## config.mk

```make
export PLATFORM = sky130hd
export DESIGN_NAME = sa_mul_cfg_ctrl
export DESIGN_NICKNAME = d
export VERILOG_FILES = /design/src/rtl/sa_mul_cfg_ctrl.sv
export SDC_FILE = /design/constraint.sdc
export NUM_CORES = 1
export LEC_CHECK = 0
export CORE_ASPECT_RATIO = 0.75
export CORE_UTILIZATION = 55
export CTS_CLUSTER_DIAMETER = 50
export DETAILED_ROUTE_END_ITERATION = 6
export DONT_BUFFER_PORTS = 1
export GPL_ROUTABILITY_DRIVEN = 0
export HOLD_SLACK_MARGIN = 0.05
export MAX_ROUTING_LAYER = met4
export PLACE_DENSITY = 0.7
export RECOVER_POWER = 50
export SLEW_MARGIN = 10
export SYNTH_ARGS = -nofsm -noshare
export SYNTH_HDL_FRONTEND = slang
export SYNTH_SLANG_ARGS = --single-unit
```

## constraint.sdc

```tcl
create_clock -name i_clk -period 3.7 [get_ports i_clk]
set_input_delay 0.74 -clock i_clk [delete_from_list [all_inputs] [get_ports i_clk]]
set_output_delay 0.74 -clock i_clk [all_outputs]
set_load 0.1 [all_outputs]
```

## src/rtl/sa_mul_cfg_ctrl.sv

```systemverilog
// Precision/approximation config controller for the systolic array's 8x8 signed multipliers.
// Software requests become res/appr masks, swapped in only once the array has drained.
module sa_mul_cfg_ctrl #(
  parameter int unsigned MAC_IN_WIDTH  = 8,
  parameter int unsigned MAC_OUT_WIDTH = 2 * MAC_IN_WIDTH,
  parameter int unsigned N_BIT_RES     = MAC_OUT_WIDTH - 4,
  parameter int unsigned N_BIT_APPR    = 8,
  parameter int unsigned DRAIN_CYCLES  = 4,
  parameter int unsigned CNT_W         = $clog2(DRAIN_CYCLES + 1)
) (
  input  logic                  i_clk,
  input  logic                  i_rstn,
  input  logic                  i_cfg_valid,
  output logic                  o_cfg_ready,
  input  logic [4:0]            i_cfg_res_bits,
  input  logic [3:0]            i_cfg_appr_bits,
  input  logic                  i_array_busy,
  output logic [N_BIT_RES-1:0]  o_res_mask,
  output logic [N_BIT_APPR-1:0] o_appr_mask,
  output logic                  o_cfg_applied,
  output logic                  o_cfg_err
);

  // A zero-cycle drain still needs a 1-bit counter to keep the declarations legal.
  localparam int unsigned CNT_BITS = (CNT_W > 0) ? CNT_W : 1;
  localparam logic [CNT_BITS-1:0] CNT_INIT =
      (DRAIN_CYCLES == 0) ? '0 : CNT_BITS'(DRAIN_CYCLES - 1);
  localparam logic [4:0] RES_MIN  = 5'd4;
  localparam logic [4:0] RES_MAX  = 5'(MAC_OUT_WIDTH);
  localparam logic [3:0] APPR_MAX = 4'(N_BIT_APPR);

  typedef enum logic [1:0] {
    StIdle,
    StPending,
    StDrain,
    StApply
  } state_e;

  state_e                r_state;
  state_e                w_state_nxt;
  logic [CNT_BITS-1:0]   r_cnt;
  logic [CNT_BITS-1:0]   w_cnt_nxt;
  logic [4:0]            r_res_bits;
  logic [3:0]            r_appr_bits;
  logic [N_BIT_RES-1:0]  r_res_mask;
  logic [N_BIT_APPR-1:0] r_appr_mask;
  logic                  r_cfg_err;

  logic                  w_accept;
  logic                  w_legal;
  logic                  w_load_masks;
  logic [N_BIT_RES-1:0]  w_res_mask;
  logic [N_BIT_APPR-1:0] w_appr_mask;

  assign w_accept = i_cfg_valid && (r_state == StIdle);
  assign w_legal  = (i_cfg_res_bits >= RES_MIN) && (i_cfg_res_bits <= RES_MAX) &&
                    (i_cfg_appr_bits <= APPR_MAX);

  always_comb begin
    w_state_nxt = r_state;
    w_cnt_nxt   = r_cnt;
    unique case (r_state)
      StIdle: begin
        if (w_accept && w_legal) w_state_nxt = StPending;
      end
      StPending: begin
        if (!i_array_busy) begin
          if (DRAIN_CYCLES == 0) begin
            w_state_nxt = StApply;
          end else begin
            w_state_nxt = StDrain;
            w_cnt_nxt   = CNT_INIT;
          end
        end
      end
      StDrain: begin
        // Any busy cycle restarts the drain; busy also beats the final count.
        if (i_array_busy) begin
          w_state_nxt = StPending;
        end else if (r_cnt == '0) begin
          w_state_nxt = StApply;
        end else begin
          w_cnt_nxt = r_cnt - 1'b1;
        end
      end
      StApply: begin
        w_state_nxt = StIdle;
      end
      default: begin
        w_state_nxt = StIdle;
      end
    endcase
  end

  assign w_load_masks = (w_state_nxt == StApply);

  always_comb begin
    w_res_mask  = '0;
    w_appr_mask = '0;
    for (int k = 0; k < int'(N_BIT_RES); k++) begin
      w_res_mask[k] = (k + 4) < int'(r_res_bits);
    end
    for (int k = 0; k < int'(N_BIT_APPR); k++) begin
      w_appr_mask[k] = k >= int'(r_appr_bits);
    end
  end

  always_ff @(posedge i_clk or negedge i_rstn) begin
    if (!i_rstn) begin
      r_state     <= StIdle;
      r_cnt       <= '0;
      r_res_bits  <= RES_MAX;
      r_appr_bits <= '0;
      r_res_mask  <= '1;
      r_appr_mask <= '1;
      r_cfg_err   <= 1'b0;
    end else begin
      r_state   <= w_state_nxt;
      r_cnt     <= w_cnt_nxt;
      r_cfg_err <= w_accept && !w_legal;
      if (w_accept && w_legal) begin
        r_res_bits  <= i_cfg_res_bits;
        r_appr_bits <= i_cfg_appr_bits;
      end
      if (w_load_masks) begin
        r_res_mask  <= w_res_mask;
        r_appr_mask <= w_appr_mask;
      end
    end
  end

  assign o_cfg_ready   = (r_state == StIdle);
  assign o_cfg_applied = (r_state == StApply);
  assign o_cfg_err     = r_cfg_err;
  assign o_res_mask    = r_res_mask;
  assign o_appr_mask   = r_appr_mask;

endmodule

```

=== Word-level counts from Yosys, hierarchy flattened ===
Index checks and enable logic that the tools add are counted.

* Output and inout port bits: 23
* Register bits after elaboration: 35

* Add/sub/neg operators: 1
* Reductions and logical operators: 10
* Eq/ne operators: 7
* Multiplexer cells: 9
* $lt $le $gt $ge: 23

{| class="wikitable"
|+ Operators with widths
! kind !! count
|-
| less-than comparator 4 x 5 -> 1 bit (first input constant) || 8
|-
| less-than comparator 3 x 5 -> 1 bit (first input constant) || 4
|-
| >= comparator 3 x 4 -> 1 bit (first input constant) || 4
|-
| 2-to-1 mux 3 bit || 3
|-
| >= comparator 1 x 4 -> 1 bit (first input constant) || 2
|-
| >= comparator 2 x 4 -> 1 bit (first input constant) || 2
|-
| 2-to-1 mux 2 bit || 4
|-
| case mux 2 bit (4 select lines) || 1
|-
| equality test 2 bit (second input constant) || 3
|-
| != test 2 bit (second input constant) || 3
|-
| case mux 3 bit (2 select lines) || 1
|-
| >= comparator 5 x 3 -> 1 bit (second input constant) || 1
|-
| <= comparator 5 bit (second input constant) || 1
|-
| logical AND 1 bit || 5
|-
| <= comparator 4 bit (second input constant) || 1
|-
| AND reduction 4 bit || 1
|-
| zero test 3 bit || 1
|-
| subtractor 3 x 1 -> 3 bit (second input constant) || 1
|-
| equality test 2 x 1 -> 1 bit (second input constant) || 1
|-
| zero test 2 bit || 1
|-
| nonzero test 2 bit || 1
|-
| zero test 1 bit || 1
|}

=== Logic depth before layout (Yosys ltp) ===
* Depth after elaboration: 7
* Mapped depth: 8

=== Worst setup path after synthesis ===
No wires, ideal clock.

* Kind: reg-to-output
* From: register r_state[1]
* To: output port o_cfg_applied
* Path slack: 1.188 ns
* Buffers on the path: 0
* Arrival: 1.772 ns
* Stages on the path, launching flop included: 3
* Path through: dfrtp_1 > inv_1 > nor2_1

* Cells in the longest elaborated chain, start to end: 1

{| class="wikitable"
|+ RTL lines
! item !! line !! RTL
|-
| start: declaration || 39 || <nowiki>state_e r_state;</nowiki>
|-
| start signal: assignment || 110 || <nowiki>r_state <= StIdle;</nowiki>
|-
| start signal: assignment || 118 || <nowiki>r_state <= w_state_nxt;</nowiki>
|-
| equality test 2 bit || 133 || <nowiki>assign o_cfg_applied = (r_state == StApply);</nowiki>
|-
| end: declaration || 20 || <nowiki>output logic o_cfg_applied,</nowiki>
|}

Every way passes these cells.

=== Final worst setup path ===
* From: register r_state[0]
* To: output port o_cfg_applied

The elaborated chain is that of the path after synthesis.

==> impl_metrics.ini <==
[synth]
ys_types = 41
netlist_area_sq_um = 1610
syn_inst = 151
yosys.area_share.simple = 0.124
synth_fp_nets = 166
synth-adder-area-share = 0.0156
synth-compound-area-share = 0.219
synthMuxAreaShare = 0.0443
ys_ff_latch = 35
synth_top_family_by_area = compound AO/OA/AOI/OAI gates
yosys_warnings = 0
synth_xor_area_frac = 0
synth_seq_area_share = 0.561
syn_avg_cell_area_sq_um = 10.7

[sta]
fin_crit_ns = 2.50
worstMarginPinSlew_ns = 1.39
fmax_ghz = 0.401
drv_slew = 0
fin_worst_skew_ns = 0.00840
relSlewSlack = 0.0754
finalSetupViolCount = 0
finalCritPeriodShare = 0.675
finalHoldViolCount = 0
rsz0062_at_grt = false
tns_ns = 0

[cts]
ctsHoldBuffers = 0
post_cts_buffers = 0
numCtsBuffers = 5
cts_resized = 0
htreeDepth = 2
clk_path_buf_depth = 2
cts_tree = yes
clkTransAtPathRegs_ns = 0.07
cts.sinks = 35
clk_root_buffer_cell = clkbuf_8
clkLatencyLatePin_ns = 0.29

[route]
wirelength_um = 3050
viasPerCell = 5.95
drc = 0
drtPass1Iterations = 4
antenna_left = 0
route.vias.total = 1118
drt_iter0_drc = 60
wl_met1_um = 1430
dr_wl_met3_um = 209
dr.max_layer_used = met4
wl_met2_um = 1410
drt-wirelength-per-cell_um = 16.2

[hold_path]
hold_path_class = input port to asynchronous set/reset pin

[critical_path]
worstPathRequired_ns = 2.96
crit_type = register to output port
end_kind = output port
cp-start-kind = register
crit_path_max_fanout = 8
critPathArrivalTime_ns = 1.76

[grt]
grt_max_degree = 40
antenna_found_initial = 0
globalRoute.totalOverflow = 0
grt.total_usage = 0.223
grt_pass1_wl_um = 5110
grt_pass1_vias = 1083

[cells_and_area]
drive_gt1_frac = 0.243
nets = 166
final_common_cell = dfstp_2
final_cell_mix = dfstp_2, nand2_1, a21oi_1, dfrtp_1, o21ai_0
diodes = 0
area_growth_syn_to_layout_pct = 6.53
fillers = 215

[floorplanning]
num_io_pins = 36
initial_core_util = 0.600
die_w_um = 64.5
design.die.area_sq_um = 3150
rows = 16
die_h_um = 48.8
core_sq_um = 2680

[placement]
dp_hpwl_um = 2170
portBuffers = 0

[status]
status = finished clean

[job]
max_cap_viol_count = 0
==> cells in the mapped netlist (all sizes together) <==
library cell / n / area [sq um]
o31ai: 3 / 22.5
a22o: 3 / 26.3
nor3: 2 / 10.0
o21a: 1 / 7.51
nand3: 1 / 5.00
a22oi: 1 / 7.51
nor4b: 1 / 8.76
a211oi: 1 / 7.51
a21o: 7 / 52.6
dfrtp: 14 / 350
buf: 2 / 15.0
a41oi: 1 / 8.76
nand2b: 2 / 12.5
or3b: 2 / 20.0
mux2: 5 / 71.3
or2: 1 / 6.26
nor2b: 1 / 6.26
o21ai: 13 / 65.1
o221ai: 1 / 8.76
a21oi: 14 / 70.1
o22ai: 1 / 6.26
nor2: 8 / 30.0
a311oi: 1 / 8.76
o21ba: 1 / 10.0
o2bb2ai: 1 / 8.76
or4: 1 / 7.51
clkbuf: 6 / 22.5
ha: 2 / 25.0
dfstp: 21 / 552
o22a: 2 / 17.5
nor4: 1 / 6.26
nand2: 18 / 67.6
a2111oi: 1 / 8.76
inv: 6 / 22.5
or3: 3 / 18.8
a31oi: 1 / 6.26
o41ai: 1 / 8.76
==> final timing paths <==
| kind | start | end | slack (ns) | cells past startpoint |
|---|---|---|---|---|
| setup / recovery | r_state[0] | o_cfg_applied | 1.20 | 2 |
| hold / removal | i_rstn | r_cnt[2] | 0.14 | 0 |
| setup reg to reg | r_cnt[0] | o_appr_mask[2] | 1.26 | 7 |
| hold reg to reg | r_cnt[1] | r_cnt[1] | 0.53 | 1 |
| max in group asynchronous | i_rstn | o_res_mask[2] | 3.38 | 0 |
| min in group i_clk | i_array_busy | r_state[1] | 0.50 | 1 |
==> logic make-up (layout without fill, tap and decap cells) <==
| logic type | after synthesis | count (layout) |
|---|---|---|
| AND/OR/NAND/NOR | 41 | 41 |
| AO/OA/AOI/OAI | 54 | 54 |
| flip-flops | 35 | 35 |
| adder cells (fa/ha/maj) | 2 | 2 |
| buffers and inverters | 14 | 15 |
| multiplexers | 5 | 5 |
==> final cells by class <==
type | instances | area, sq um | area share
clock buffers | 7 | 86.3 | 0.0504
flip-flops and latches | 35 | 902 | 0.526
multi-input cells | 102 | 649 | 0.379
clock inverters | 1 | 5.00 | 0.00292
inverters | 6 | 22.5 | 0.0131
repair buffers | 1 | 3.75 | 0.00219
well taps | 36 | 45.0 | 0.0263
==> routing by layer <==
layer / global-route usage / up-vias
met5: - / -
met4: 0.0667 / 0
met3: 0.0841 / 2
met2: 0.325 / 28
met1: 0.293 / 547
li1: - / 541
==> flip-flops by register name, indices dropped and copies added, names as in the netlist <==
signal	count
r_state	2
r_res_bits	5
r_cnt	3
r_appr_bits	4
o_appr_mask	8
o_cfg_err	1
o_res_mask	12
==> metrics by stage <==
step	area [sq um]	worst slack, ns	util	hold slack [ns]	std cells
after global routing	1710	0.991	0.639	0.128	188
final	1710	1.20	0.639	0.138	188
after CTS	1720	1.21	0.641	0.127	188
after floorplan	1610	1.19	-	0.444	151
after detailed placement	1630	1.52	0.607	0.446	180
after global placement	1630	1.56	0.607	0.445	180
==> critical path, stage by stage, from the launching register on <==
cell,delay [ns]
dfrtp_1,0.48
inv_1,0.16
nor2_2,0.83
Power is left out: the tool's default activity adds up to more than one toggle a clock period on the data nets, which glitch-free logic cannot reach.
